`config.mk`:
```
export PLATFORM = sky130hd
export DESIGN_NAME = cpu_sequencer
export DESIGN_NICKNAME = d
export VERILOG_FILES = /design/src/rtl/cpu_pkg.sv /design/src/rtl/seq_perf_counters.sv /design/src/rtl/cpu_sequencer.sv
export SDC_FILE = /design/constraint.sdc
export NUM_CORES = 1
export LEC_CHECK = 0
export BUFFER_PORTS_ARGS = -buffer_cell sky130_fd_sc_hd__buf_2
export CAP_MARGIN = 20
export CORE_AREA = 2 2 43 45
export DETAILED_ROUTE_END_ITERATION = 6
export DIE_AREA = 0 0 45 47
export GPL_TIMING_DRIVEN = 0
export PLACE_DENSITY = 0.6
export SYNTH_ARGS = -nofsm -noshare
export SYNTH_HDL_FRONTEND = slang
export SYNTH_HIERARCHICAL = 1
export SYNTH_SLANG_ARGS = --single-unit
```
`constraint.sdc`:
```
create_clock -name clk -period 2.25 [get_ports clk]
set_input_delay 0.1125 -clock clk [delete_from_list [all_inputs] [get_ports clk]]
set_output_delay 0.1125 -clock clk [all_outputs]
set_load 0.02 [all_outputs]
```
`src/rtl/cpu_pkg.sv`:
```
// cpu_pkg: shared types and encodings for the RV32I multi-cycle sequencer.
// Holds the FSM state enum, decoder class codes and PC/writeback mux selects.
package cpu_pkg;

  typedef enum logic [2:0] {
    ST_FETCH     = 3'd0,
    ST_DECODE    = 3'd1,
    ST_EXECUTE   = 3'd2,
    ST_MEM       = 3'd3,
    ST_WRITEBACK = 3'd4,
    ST_TRAP      = 3'd5
  } seq_state_t;

  localparam logic [3:0] INST_LOAD  = 4'b0001;
  localparam logic [3:0] INST_STORE = 4'b0010;
  localparam logic [3:0] INST_R     = 4'b0011;
  localparam logic [3:0] INST_I     = 4'b0100;
  localparam logic [3:0] INST_BR    = 4'b0101;
  localparam logic [3:0] INST_JAL   = 4'b0110;

  localparam logic [1:0] PC_SEL_PC4 = 2'b00;
  localparam logic [1:0] PC_SEL_IMM = 2'b01;

  localparam logic [1:0] WB_SEL_ALU = 2'b00;
  localparam logic [1:0] WB_SEL_MEM = 2'b01;
  localparam logic [1:0] WB_SEL_PC4 = 2'b10;

  function automatic logic is_legal_inst(input logic [3:0] t);
    logic legal;
    case (t)
      INST_LOAD, INST_STORE, INST_R, INST_I, INST_BR, INST_JAL: legal = 1'b1;
      default:                                                   legal = 1'b0;
    endcase
    return legal;
  endfunction

  // Classes whose ALU second operand comes from the immediate field.
  function automatic logic uses_imm(input logic [3:0] t);
    return (t == INST_I) || (t == INST_LOAD) || (t == INST_STORE);
  endfunction

endpackage

```
`src/rtl/seq_perf_counters.sv`:
```
// seq_perf_counters: free-running cycle and retired-instruction counters.
// Instantiated by cpu_sequencer only when CPU_SEQ_PERF_CNT_EN is defined.
module seq_perf_counters (
  input  logic        clk,
  input  logic        rst,
  input  logic        retire,
  output logic [31:0] cycle_cnt,
  output logic [31:0] instret_cnt
);

  // Both counters wrap naturally modulo 2^32.
  always_ff @(posedge clk) begin
    if (rst) begin
      cycle_cnt   <= 32'd0;
      instret_cnt <= 32'd0;
    end else begin
      cycle_cnt <= cycle_cnt + 32'd1;
      if (retire) begin
        instret_cnt <= instret_cnt + 32'd1;
      end
    end
  end

endmodule

```
`src/rtl/cpu_sequencer.sv`:
```
// cpu_sequencer: multi-cycle FETCH/DECODE/EXECUTE/MEM/WRITEBACK control FSM for the RV32I core.
// Define CPU_SEQ_PERF_CNT_EN to add the cycle_cnt / instret_cnt performance counter outputs.
module cpu_sequencer (
  input  logic        clk,
  input  logic        rst,
  input  logic [3:0]  inst_type,
  input  logic        branch_taken,
  input  logic        mem_ready,
  output logic        mem_req,
  output logic        mem_we,
  output logic        mem_addr_sel,
  output logic        ir_we,
  output logic        pc_we,
  output logic [1:0]  pc_sel,
  output logic        rf_we,
  output logic [1:0]  wb_sel,
  output logic        alu_b_sel,
  output logic        retire,
  output logic        trap,
  output logic [2:0]  state_o
`ifdef CPU_SEQ_PERF_CNT_EN
  ,
  output logic [31:0] cycle_cnt,
  output logic [31:0] instret_cnt
`endif
);
  import cpu_pkg::*;

  seq_state_t state;
  seq_state_t state_nxt;
  logic [3:0] cls;

  logic       mem_req_c;
  logic       mem_we_c;
  logic       mem_addr_sel_c;
  logic       ir_we_c;
  logic       pc_we_c;
  logic [1:0] pc_sel_c;
  logic       rf_we_c;
  logic [1:0] wb_sel_c;
  logic       alu_b_sel_c;
  logic       retire_c;
  logic       trap_c;

  // cls is captured once in DECODE and stays frozen until the next instruction.
  always_ff @(posedge clk) begin
    if (rst) begin
      state <= ST_FETCH;
      cls   <= 4'd0;
    end else begin
      state <= state_nxt;
      if (state == ST_DECODE) begin
        cls <= inst_type;
      end
    end
  end

  always_comb begin
    state_nxt      = state;
    mem_req_c      = 1'b0;
    mem_we_c       = 1'b0;
    mem_addr_sel_c = 1'b0;
    ir_we_c        = 1'b0;
    pc_we_c        = 1'b0;
    pc_sel_c       = PC_SEL_PC4;
    rf_we_c        = 1'b0;
    wb_sel_c       = WB_SEL_ALU;
    alu_b_sel_c    = 1'b0;
    retire_c       = 1'b0;
    trap_c         = 1'b0;

    case (state)
      ST_FETCH: begin
        mem_req_c = 1'b1;
        if (mem_ready) begin
          ir_we_c   = 1'b1;
          state_nxt = ST_DECODE;
        end
      end

      ST_DECODE: begin
        state_nxt = is_legal_inst(inst_type) ? ST_EXECUTE : ST_TRAP;
      end

      ST_EXECUTE: begin
        alu_b_sel_c = uses_imm(cls);
        case (cls)
          INST_BR: begin
            pc_we_c   = 1'b1;
            pc_sel_c  = branch_taken ? PC_SEL_IMM : PC_SEL_PC4;
            retire_c  = 1'b1;
            state_nxt = ST_FETCH;
          end
          INST_LOAD, INST_STORE: state_nxt = ST_MEM;
          default:               state_nxt = ST_WRITEBACK;
        endcase
      end

      // Request, address select and write strobe stay stable until mem_ready.
      ST_MEM: begin
        mem_req_c      = 1'b1;
        mem_addr_sel_c = 1'b1;
        mem_we_c       = (cls == INST_STORE);
        if (mem_ready) begin
          if (cls == INST_STORE) begin
            pc_we_c   = 1'b1;
            pc_sel_c  = PC_SEL_PC4;
            retire_c  = 1'b1;
            state_nxt = ST_FETCH;
          end else begin
            state_nxt = ST_WRITEBACK;
          end
        end
      end

      ST_WRITEBACK: begin
        rf_we_c   = 1'b1;
        pc_we_c   = 1'b1;
        retire_c  = 1'b1;
        state_nxt = ST_FETCH;
        case (cls)
          INST_LOAD: wb_sel_c = WB_SEL_MEM;
          INST_JAL: begin
            wb_sel_c = WB_SEL_PC4;
            pc_sel_c = PC_SEL_IMM;
          end
          default:   wb_sel_c = WB_SEL_ALU;
        endcase
      end

      ST_TRAP: begin
        trap_c    = 1'b1;
        state_nxt = ST_TRAP;
      end

      default: begin
        state_nxt = ST_FETCH;
      end
    endcase
  end

  // Reset forces every output low, even while the state register still holds a stale value.
  always_comb begin
    mem_req      = 1'b0;
    mem_we       = 1'b0;
    mem_addr_sel = 1'b0;
    ir_we        = 1'b0;
    pc_we        = 1'b0;
    pc_sel       = 2'b00;
    rf_we        = 1'b0;
    wb_sel       = 2'b00;
    alu_b_sel    = 1'b0;
    retire       = 1'b0;
    trap         = 1'b0;
    state_o      = 3'd0;
    if (!rst) begin
      mem_req      = mem_req_c;
      mem_we       = mem_we_c;
      mem_addr_sel = mem_addr_sel_c;
      ir_we        = ir_we_c;
      pc_we        = pc_we_c;
      pc_sel       = pc_sel_c;
      rf_we        = rf_we_c;
      wb_sel       = wb_sel_c;
      alu_b_sel    = alu_b_sel_c;
      retire       = retire_c;
      trap         = trap_c;
      state_o      = state;
    end
  end

`ifdef CPU_SEQ_PERF_CNT_EN
  seq_perf_counters u_perf (
    .clk         (clk),
    .rst         (rst),
    .retire      (retire),
    .cycle_cnt   (cycle_cnt),
    .instret_cnt (instret_cnt)
  );
`endif

endmodule

```
==> reports/qor.yml, run 1 <==
placement:
  dpl_cell_area_um2: 749
  gp_congestion: 0.787
  dp_cells: 126
  hpwl_mm: 1.18
  port_buffers: 22
hold_path:
  hp-class: "input pin to flop"
logic_synthesis:
  ys_warn_count: 6
  synth_top_area_share_pct: 22.7
  synth_area_um2: 618
  synth_commonest_cells: "a21oi_1 (9), dfxtp_1 (7), nand2_1 (7), nor3_1 (7), o21ai_0 (7)"
  synth_most_common_cell: "a21oi_1"
  synthArstFlopShare_pct: 0
  synthCells: 87
  synth_fp_nets: 95
  synth_cell_types: 36
  synth.yosys.seq_area_share_pct: 22.7
  post-synth-top-area-cell: "dfxtp_1"
  ys_seq_elements: 7
  synth_edf_count: 0
  syn_area_per_cell_um2: 7.10
  yosys-top-cells-area: "dfxtp_1 (23%), a21oi_1 (7.3%), nor3_1 (5.7%), o21ai_0 (5.7%), nand2_1 (4.3%)"
  synth_flop_cell: "dfxtp_1"
layout:
  postLayoutCellArea_um2: 776
  diodes: 0
  areaGrowthSynthToFinish_pct: 25.5
  n_fill_cell: 182
  fin_cells: 130
  final_layout_size_suffix_gt1_share_pct: 30.1
  finalNetCount: 122
setup_path:
  path_cells: "or2_1, or4_4, a2111oi_2, buf_2"
  slowest_delay_ns: 0.52
  crit_buf_inv: 1
  end_kind: "output port"
  cp-start-kind: "flop"
  cp_max_fo: 3
  worstPathRequired_ns: 2.14
  crit_family: "simple AND/OR/NAND/NOR gates"
  critPathSlowestCell: "or4_4"
  critPathKind: "flop to output port"
  arrival_ns: 1.90
die:
  core_area_mm2: 0.00165
  fp.dieH_um: 47
  die_x_um: 45
  rows: 15
  start_util_pct: 37.4
  pin_count: 24
  die_area_mm2: 0.00212
global_routing:
  overflow: 0
  grt_pass1_wl_mm: 2.31
  grt_pass1_vias: 552
  antenna_found_initial: 0
  grtUsageMet2_pct: 21.4
  grt_max_degree: 11
  use_met1_pct: 21.1
  busiest_layer: "met2"
  gr-usage-all-layers_pct: 14.9
  grt_util_met3_pct: 4.62
timing:
  tns_ns: 0
  setup_viol: 0
  fin_skew_ns: 0.000685
  hold_viol: 0
  period_minus_slack_ns: 2.01
  drv_slew: 0
  finalCritPeriodShare_pct: 89.3
  fmax_mhz: 498
  rsz0062_at_grt: "no"
clock_tree:
  cts_resized: 0
  post-cts-setup-buffer-count: 0
  clock_latency_ns: 0.25
  cts.path.max_buffers: 2
  htreeDepth: 1
  cts_tree: "done"
  cts_hold_buf: 0
  root_buffer: "clkbuf_4"
  cts_buffers: 3
  clock_sinks: 7
  clk_pin_slew_ns: 0.05
power:
  p_per_area_mw_per_mm2: 502
  internal-power_mw: 0.254
  clock_power_share_pct: 29.5
  leakagePower_nw: 0.365
  power_mw: 0.389
  p_sw_share_pct: 34.7
  power_frac_comb_pct: 33.9
  vdd_ir_drop_max_mv: 0.319
  seqPwrFrac_pct: 36.6
  p_switching_mw: 0.135
detailed_routing:
  vias: 692
  first_pass_iters: 4
  finalWirelength_mm: 1.52
  via_per_inst: 5.32
  post_drt_wl_per_cell_um: 11.7
  drt_iter0_markers: 8
  ant_nets: 0
  drc: 0
flow_run:
  drv_cap: 0
status:
  status: "finished, final reports clean"
[power by group through the flow]
| stage | Clock, mW | Sequential, mW | Combinational [mW] |
|---|---|---|---|
| detailed placement | 0 | 0.145 | 0.131 |
| global placement | 0 | 0.145 | 0.131 |
| finish | 0.115 | 0.142 | 0.132 |
| floorplan | 0 | 0.143 | 0.0974 |
| global route | 0.126 | 0.143 | 0.146 |
| CTS | 0.119 | 0.142 | 0.131 |
[per-stage QoR]
step	setup slack [ns]	utilization (%)	hold slack, ns
after global placement	0.500	45.4	0.379
after global routing	0.0932	47.0	0.122
after detailed placement	0.498	45.4	0.382
final	0.240	47.0	0.114
after CTS	0.216	47.0	0.108
after floorplan	0.467	-	0.227
[placed cells by master, fill, tap and decap left out, drive strengths merged, types with 2 or more instances in the layout]
master  synthesis  routed
and3            2       2
nor2b           4       4
inv             3       3
nor2            5       5
clkbuf          2       6
a21oi           9       9
o21ai           8       8
nand2b          4       4
buf             7      29
dfxtp           7       7
nor3            7       7
nand2           7       7
xnor2           2       2
[routing by layer]
layer / part of all wire [%] / wire, µm / vias to the layer above
li1: - / - / 362
met1: 50 / 758 / 316
met2: 46 / 706 / 14
met3: 3.9 / 59 / 0
met4: 0 / 0 / 0
met5: 0 / 0 / -
[path summary, 6_finish.rpt]
check	slack (ns)	to	depth (start not counted)	startpoint
worst min-delay path	0.11	cls[3]	3	inst_type[3]
worst max-delay path	0.24	pc_sel[0]	4	state[0]
worst min register to register	0.55	cls[3]	2	cls[3]
worst max register to register	0.64	state[1]	5	state[0]
[logic make-up after synthesis]
logic type / Yosys count / share of synthesized area (%)
AO/OA/AOI/OAI: 25 / 25.5
AND/OR/NAND/NOR: 39 / 35.0
flip-flops: 7 / 22.7
other: 1 / 0.607
buffers and inverters: 12 / 11.9
XOR/XNOR: 3 / 4.25
[flip-flops by register name, indices dropped and copies added (netlist names)]
register  count
cls           4
state         3
[final cells by class]
| cell class | count | area [µm²] | area share (%) |
|---|---|---|---|
| buffer | 9 | 62.6 | 8.06 |
| clock buffer | 4 | 26.3 | 3.39 |
| inverter | 3 | 11.3 | 1.45 |
| multi-input combinational | 68 | 404 | 52.1 |
| sequential | 7 | 140 | 18.1 |
| tap | 17 | 21.3 | 2.74 |
| timing repair buffer | 22 | 110 | 14.2 |
[worst reg2reg max path, stage by stage, from the launching register on]
cell	delay (ns)
dfxtp_1	0.30
buf_2	0.18
or4b_1	0.54
nor3_1	0.30
a21oi_1	0.10
o22ai_1	0.12
Note: power is estimated with default switching activity, not from simulation.
==> run 2: changes to the inputs <==
ABC_AREA = 1   (was default)
CORE_AREA = 2 2 41 43   (was 2 2 43 45)
DIE_AREA = 0 0 43 45   (was 0 0 45 47)
PLACE_DENSITY = 0.63   (was 0.6)
==> reports/qor.yml, run 2 <==
status:
  status: "finished, final reports clean"
power:
  vdd_ir_drop_max_mv: 0.299  # -6.2%
  p_per_area_mw_per_mm2: 634  # +26%
  leakagePower_nw: 0.397  # +8.7%
detailed_routing:
  ant_nets: 0  # unchanged
  first_pass_iters: 4  # unchanged
  drc: 0  # unchanged
  drt_iter0_markers: 10  # +2
  post_drt_wl_per_cell_um: 9.06  # -23%
  wl_met3_um: 72  # +22%
  finalWirelength_mm: 1.30  # -15%
  top_layer: "met4"
  vias: 675  # -2.5%
  via_per_inst: 4.72  # -11%
  route.met2.wl_um: 558  # -21%
  wl_met1_um: 623  # -18%
layout:
  largest_reg_flops: 4  # unchanged
  diodes: 0  # unchanged
  regMostFlops: "cls"
  utilization_pct: 49.5  # +2.5 points
  final_cell_mix: "buf_2 (22), nor2_1 (19), nand2_1 (18), inv_1 (14)"
  postLayoutCellArea_um2: 728  # -6.1%
  largestRegisters: "cls: 4 flops, state: 3 flops"
  areaGrowthSynthToFinish_pct: 27.4
  final_layout_size_suffix_gt1_share_pct: 29.9  # -0.17 points
  layout_commonest_cell: "buf_2"
  finalNetCount: 136  # +11%
logic_synthesis:
  yosys-top-cells-area: "dfxtp_1 (25%), nor2_1 (12%), nand2_1 (12%), inv_1 (9.2%), a21oi_1 (7.0%)"
  post-synth-top-area-cell: "dfxtp_1"
  synth_area_um2: 572  # -7.5%
  synth_commonest_cells: "nor2_1 (19), nand2_1 (18), inv_1 (14), a21oi_1 (8), nor3_1 (8)"
  synth_fp_nets: 109  # +15%
  synth_most_common_cell: "nor2_1"
  synth_cell_types: 18  # -50%
  ys_warn_count: 6  # unchanged
  synthArstFlopShare_pct: 0  # unchanged
  syn_area_per_cell_um2: 5.66  # -20%
  synth_top_area_share_pct: 24.5  # +1.8 points
  synth_flop_cell: "dfxtp_1"
  synth_edf_count: 0  # unchanged
  synth.yosys.seq_area_share_pct: 24.5  # +1.8 points
  synthCells: 101  # +16%
  ys_seq_elements: 7  # unchanged
setup_path:
  cp_max_fo: 3  # unchanged
  regToRegEndpoint: "state[0]"
  worstPathRequired_ns: 2.14  # about the same
  r2r_cells: 9  # +4
  critPathKind: "flop to output port"
  end_kind: "output port"
  regToRegSetupSlack_ns: 1.09  # +0.45 ns
  reg2reg_from: "state[1]"
  cp-start-kind: "flop"
  arrival_ns: 1.58  # -0.32 ns
global_routing:
  grt_max_degree: 11  # unchanged
  antenna_found_initial: 0  # unchanged
  grt_pass1_wl_mm: 2.17  # -6.0%
  overflow: 0  # unchanged
  gr-usage-all-layers_pct: 15.2  # +0.22 points
  grt_pass1_vias: 543  # -1.6%
hold_path:
  min_from: "inst_type[3]"
  min_to: "cls[3]"
  hold_depth: 3  # unchanged
  hp-class: "input pin to flop"
placement:
  port_buffers: 22  # unchanged
  dpl_cell_area_um2: 702  # -6.3%
  hpwl_mm: 1.11  # -5.5%
  dpl_worst_slack_ns: 0.822  # +0.324 ns
  gp_congestion: 0.794  # +0.94%
timing:
  finalCritPeriodShare_pct: 75.4  # -14 points
  fin_ws_ns: 0.553  # +0.313 ns
  fin_skew_ns: 0.000213  # -0.000471 ns
  hold_viol: 0  # unchanged
  rsz0062_at_grt: "no"
  tns_ns: 0  # unchanged
  period_minus_slack_ns: 1.70  # -0.313 ns
  fmax_mhz: 589  # +18%
  drv_slew: 0  # unchanged
  setup_viol: 0  # unchanged
clock_tree:
  clock_latency_ns: 0.25  # about the same
  cts_hold_buf: 0  # unchanged
  cts_resized: 0  # unchanged
  clk_pin_slew_ns: 0.05  # about the same
  htreeDepth: 1  # unchanged
  clock_sinks: 7  # unchanged
  cts_buffers: 3  # unchanged
  cts.path.max_buffers: 2  # unchanged
  post-cts-setup-buffer-count: 0  # unchanged
  cts_tree: "done"
  root_buffer: "clkbuf_4"
die:
  die_area_mm2: 0.00194  # -8.5%
  pin_count: 24  # unchanged
  rows: 14  # -1
  die_x_um: 43  # -4.4%
  fp.dieH_um: 45  # -4.3%
  start_util_pct: 38.9  # +1.4 points
  core_area_mm2: 0.00147  # -11%
flow_run:
  drv_cap: 0  # unchanged
==> run 2: cell count changes after synthesis, sizes merged, moves of 4 or more <==
cell    before  now
nor2         5   22
nand2        7   21
inv          3   16
nand3        1    8
buf          7    2
nand2b       4    0
nor2b        4    0
==> run 2: cell type report <==
| type | instances | area (µm²) |
|---|---|---|
| multi-input combinational | 75 | 353 |
| sequential | 7 | 140 |
| fill | 166 | 743 |
| tap | 16 | 20.0 |
| timing repair buffer | 22 | 110 |
| inverter | 16 | 60.1 |
| buffer | 3 | 18.8 |
| clock buffer | 4 | 26.3 |
==> run 2: kinds of logic (layout without fill, tap and decap cells) <==
| family | count (synthesis) | in the layout | synth area share, % |
|---|---|---|---|
| buffers and inverters | 19 | 45 | 13.8 |
| flip-flops | 7 | 7 | 24.5 |
| AO/OA/AOI/OAI | 15 | 15 | 14.4 |
| other | 1 | 1 | 0.656 |
| AND/OR/NAND/NOR | 59 | 59 | 46.6 |
==> run 2: per-layer routing <==
layer | vias up | global-route usage, %
li1 | 367 | -
met1 | 282 | 19.4
met3 | 5 | 1.20
met5 | - | 0
met4 | 0 | 12.7
met2 | 21 | 23.3
==> run 2: worst max path at each step <==
stage                        start     end  slack (ns)
after global placement      cls[3]  retire        0.83
after global routing        cls[3]  retire        0.34
final                       cls[0]  retire        0.55
after floorplan           state[2]  retire        0.78
after detailed placement    cls[0]  retire        0.82
after CTS                   cls[0]  retire        0.54
==> run 2: where the power goes <==
part | total (mW) | switching, mW | internal [mW]
logic | 0.178 | 0.118 | 0.0596
registers | 0.170 | 0.0244 | 0.145
clock network | 0.114 | 0.0462 | 0.0677
==> run 2: metrics by stage <==
step | power [mW] | std cells | hold WS, ns
after floorplan | 0.306 | 101 | 0.260
after global placement | 0.349 | 139 | 0.372
after detailed placement | 0.352 | 139 | 0.375
after CTS | 0.468 | 143 | 0.104
after global routing | 0.509 | 143 | 0.121
final | 0.462 | 143 | 0.111
==> run 2: critical path, stage by stage (launching register included) <==
cell and delay [ns]:
dfxtp_1 0.34, inv_1 0.07, nor3_1 0.35, nand2_1 0.09, nand2_1 0.07, nor2_1 0.04
nor2_1 0.11, buf_4 0.12, buf_2 0.15
==> run 3: changes to the inputs <==
ABC_AREA = 0   (was 1)
CORE_AREA = 2 2 43 45   (was 2 2 41 43)
DIE_AREA = 0 0 45 47   (was 0 0 43 45)
PLACE_DENSITY = 0.6   (was 0.63)
clock period = 1.7 ns   (was 2.25 ns; I/O delays follow)
==> reports/qor.yml, run 3 (synthesis results as in run 1) <==
setup_path:
  cp-start-kind: "flop"
  worstPathRequired_ns: 1.62  # -0.52 ns
  path_cells: "or2_4, or4_4, a2111oi_4, buf_4"
  cp_max_fo: 3  # unchanged
  critPathKind: "flop to output port"
  end_kind: "output port"
  arrival_ns: 1.77  # +0.19 ns
  reg2reg_from: "state[0]"
  crit_start: "state[0]"
  critPathSlowestCell: "or4_4"
  slowest_delay_ns: 0.49  # +0.14 ns
hold_path:
  min_from: "inst_type[1]"
  hp-class: "input pin to flop"
detailed_routing:
  drt_iter0_markers: 10  # unchanged
  first_pass_iters: 3  # -1
  ant_nets: 0  # unchanged
  via_per_inst: 5.22  # +11%
  vias: 673  # -0.30%
  drc: 0  # unchanged
  post_drt_wl_per_cell_um: 12.2  # +35%
  finalWirelength_mm: 1.57  # +21%
die:
  pin_count: 24  # unchanged
  fp.dieH_um: 47  # +4.4%
  die_x_um: 45  # +4.7%
  start_util_pct: 37.4  # -1.4 points
  core_area_mm2: 0.00165  # +12%
  die_area_mm2: 0.00212  # +9.3%
  rows: 15  # +1
placement:
  hpwl_mm: 1.21  # +8.8%
  gp_congestion: 0.787  # -0.98%
  port_buffers: 22  # unchanged
  dpl_worst_slack_ns: -0.0229  # -0.844 ns
power:
  p_switching_mw: 0.188  # -0.47%
  vdd_ir_drop_max_mv: 0.518  # +73%
  clock_power_share_pct: 28.0  # +3.3 points
  power_frac_comb_pct: 35.2  # -3.4 points
  p_sw_share_pct: 35.3  # -5.7 points
  p_per_area_mw_per_mm2: 639  # +0.80%
  internal-power_mw: 0.345  # +27%
  seqPwrFrac_pct: 36.8  # about the same
  leakagePower_nw: 0.367  # -7.6%
layout:
  largest_reg_flops: 4  # unchanged
  final_cell_mix: "buf_2 (21), a21oi_1 (9), nand2_1 (7), o21ai_0 (7)"
  final_layout_size_suffix_gt1_share_pct: 38.4  # +8.5 points
  n_fill_cell: 164  # -1.2%
  largestRegisters: "cls: 4 flops, state: 3 flops"
  layout_commonest_cell: "buf_2"
  regArea_um2: 143  # +1.8%
  multi_input_area_um2: 460  # +30%
  diodes: 0  # unchanged
  areaGrowthSynthToFinish_pct: 35.0
  finalNetCount: 121  # -11%
  regMostFlops: "cls"
clock_tree:
  clk_pin_slew_ns: 0.05  # about the same
  htreeDepth: 1  # unchanged
  cts.path.max_buffers: 2  # unchanged
  cts_hold_buf: 0  # unchanged
  root_buffer: "clkbuf_4"
  clock_sinks: 7  # unchanged
  cts_tree: "done"
  clock_latency_ns: 0.25  # about the same
  cts_buffers: 3  # unchanged
global_routing:
  grt_pass1_wl_mm: 2.52  # +16%
  grt_pass1_vias: 589  # +8.5%
  overflow: 0  # unchanged
  antenna_found_initial: 0  # unchanged
  grt_max_degree: 11  # unchanged
  gr-usage-all-layers_pct: 16.4  # +1.2 points
status:
  status: "finished, violations left"
  violations: "setup timing"
timing:
  rsz0062_at_grt: "yes"
  hold_slack_ns: 0.0940  # -0.0169 ns
  fin_ws_ns: -0.160  # -0.712 ns
  finalCritPeriodShare_pct: 109
  setup_viol: 3  # +3
  fin_skew_ns: 0.00184  # +0.00163 ns
  fmax_mhz: 538
  period_minus_slack_ns: 1.86
  hold_viol: 0  # unchanged
  drv_slew: 0  # unchanged
flow_run:
  drv_cap: 0  # unchanged
[run 3: cell types whose count changed in the layout (fill, tap and decap cells not counted), moves of 3 or more]
| cell | before | now |
|---|---|---|
| nor2_1 | 19 | 4 |
| inv_1 | 14 | 2 |
| nand2_1 | 18 | 7 |
| nand3_1 | 7 | 1 |
| nor2b_1 | 0 | 4 |
| o21ai_0 | 3 | 7 |
| nand2_2 | 3 | 0 |
| nand2b_1 | 0 | 3 |
| nor3_1 | 8 | 5 |
[run 3: per-stage QoR]
stage	instance area [µm²]	std cells	power [mW]	TNS, ns	utilization [%]
floorplan	637	87	0.322	0	-
global placement	768	126	0.369	-0.0278	46.5
detailed placement	768	126	0.370	-0.0229	46.5
CTS	813	129	0.530	-0.262	49.2
global route	835	129	0.569	-0.656	50.5
finish	835	129	0.533	-0.210	50.5
[run 3: area by class of cell]
class / instances / area share (%)
multi-input combinational: 68 / 55.2
sequential: 7 / 17.1
timing repair buffer: 22 / 13.5
buffer: 8 / 7.20
clock buffer: 4 / 3.15
tap: 17 / 2.55
inverter: 3 / 1.35
[run 3: timing repair]
item                       CTS  global route
setup buffers                0             0
pin swaps                    3             2
resized for setup            8             7
gates cloned                 0             0
setup endpoints to repair    3             6
[run 3: worst paths after layout]
kind                     to  cells after the start  slack (ns)
setup / recovery  pc_sel[0]                      4       -0.16
hold / removal       cls[1]                      3        0.09
setup reg to reg   state[1]                      5        0.12
hold reg to reg      cls[0]                      2        0.55
[run 3: power groups by stage]
stage	combinational, mW	sequential, mW	clock (mW)
CTS	0.180	0.195	0.155
finish	0.188	0.196	0.149
global route	0.209	0.198	0.162
global placement	0.177	0.192	0
detailed placement	0.178	0.192	0
floorplan	0.132	0.189	0
[run 3: metal layers]
metal  global-route usage [%]  vias up  wire length, µm  part of all wire (%)
met5                        0        -                0                     0
met4                     4.12        0                7                  0.45
met3                     5.77        2               54                   3.4
met2                     24.9        9              748                    48
met1                     22.2      302              762                    48
li1                         -      360                -                     -
[run 3: critical path: cells and delay by family, from the launching register on]
kind                   cells  cell delay [ns]
AND/OR/NAND/NOR            2             0.75
flip-flops                 1             0.30
buffers and inverters      1             0.19
AO/OA/AOI/OAI              1             0.29
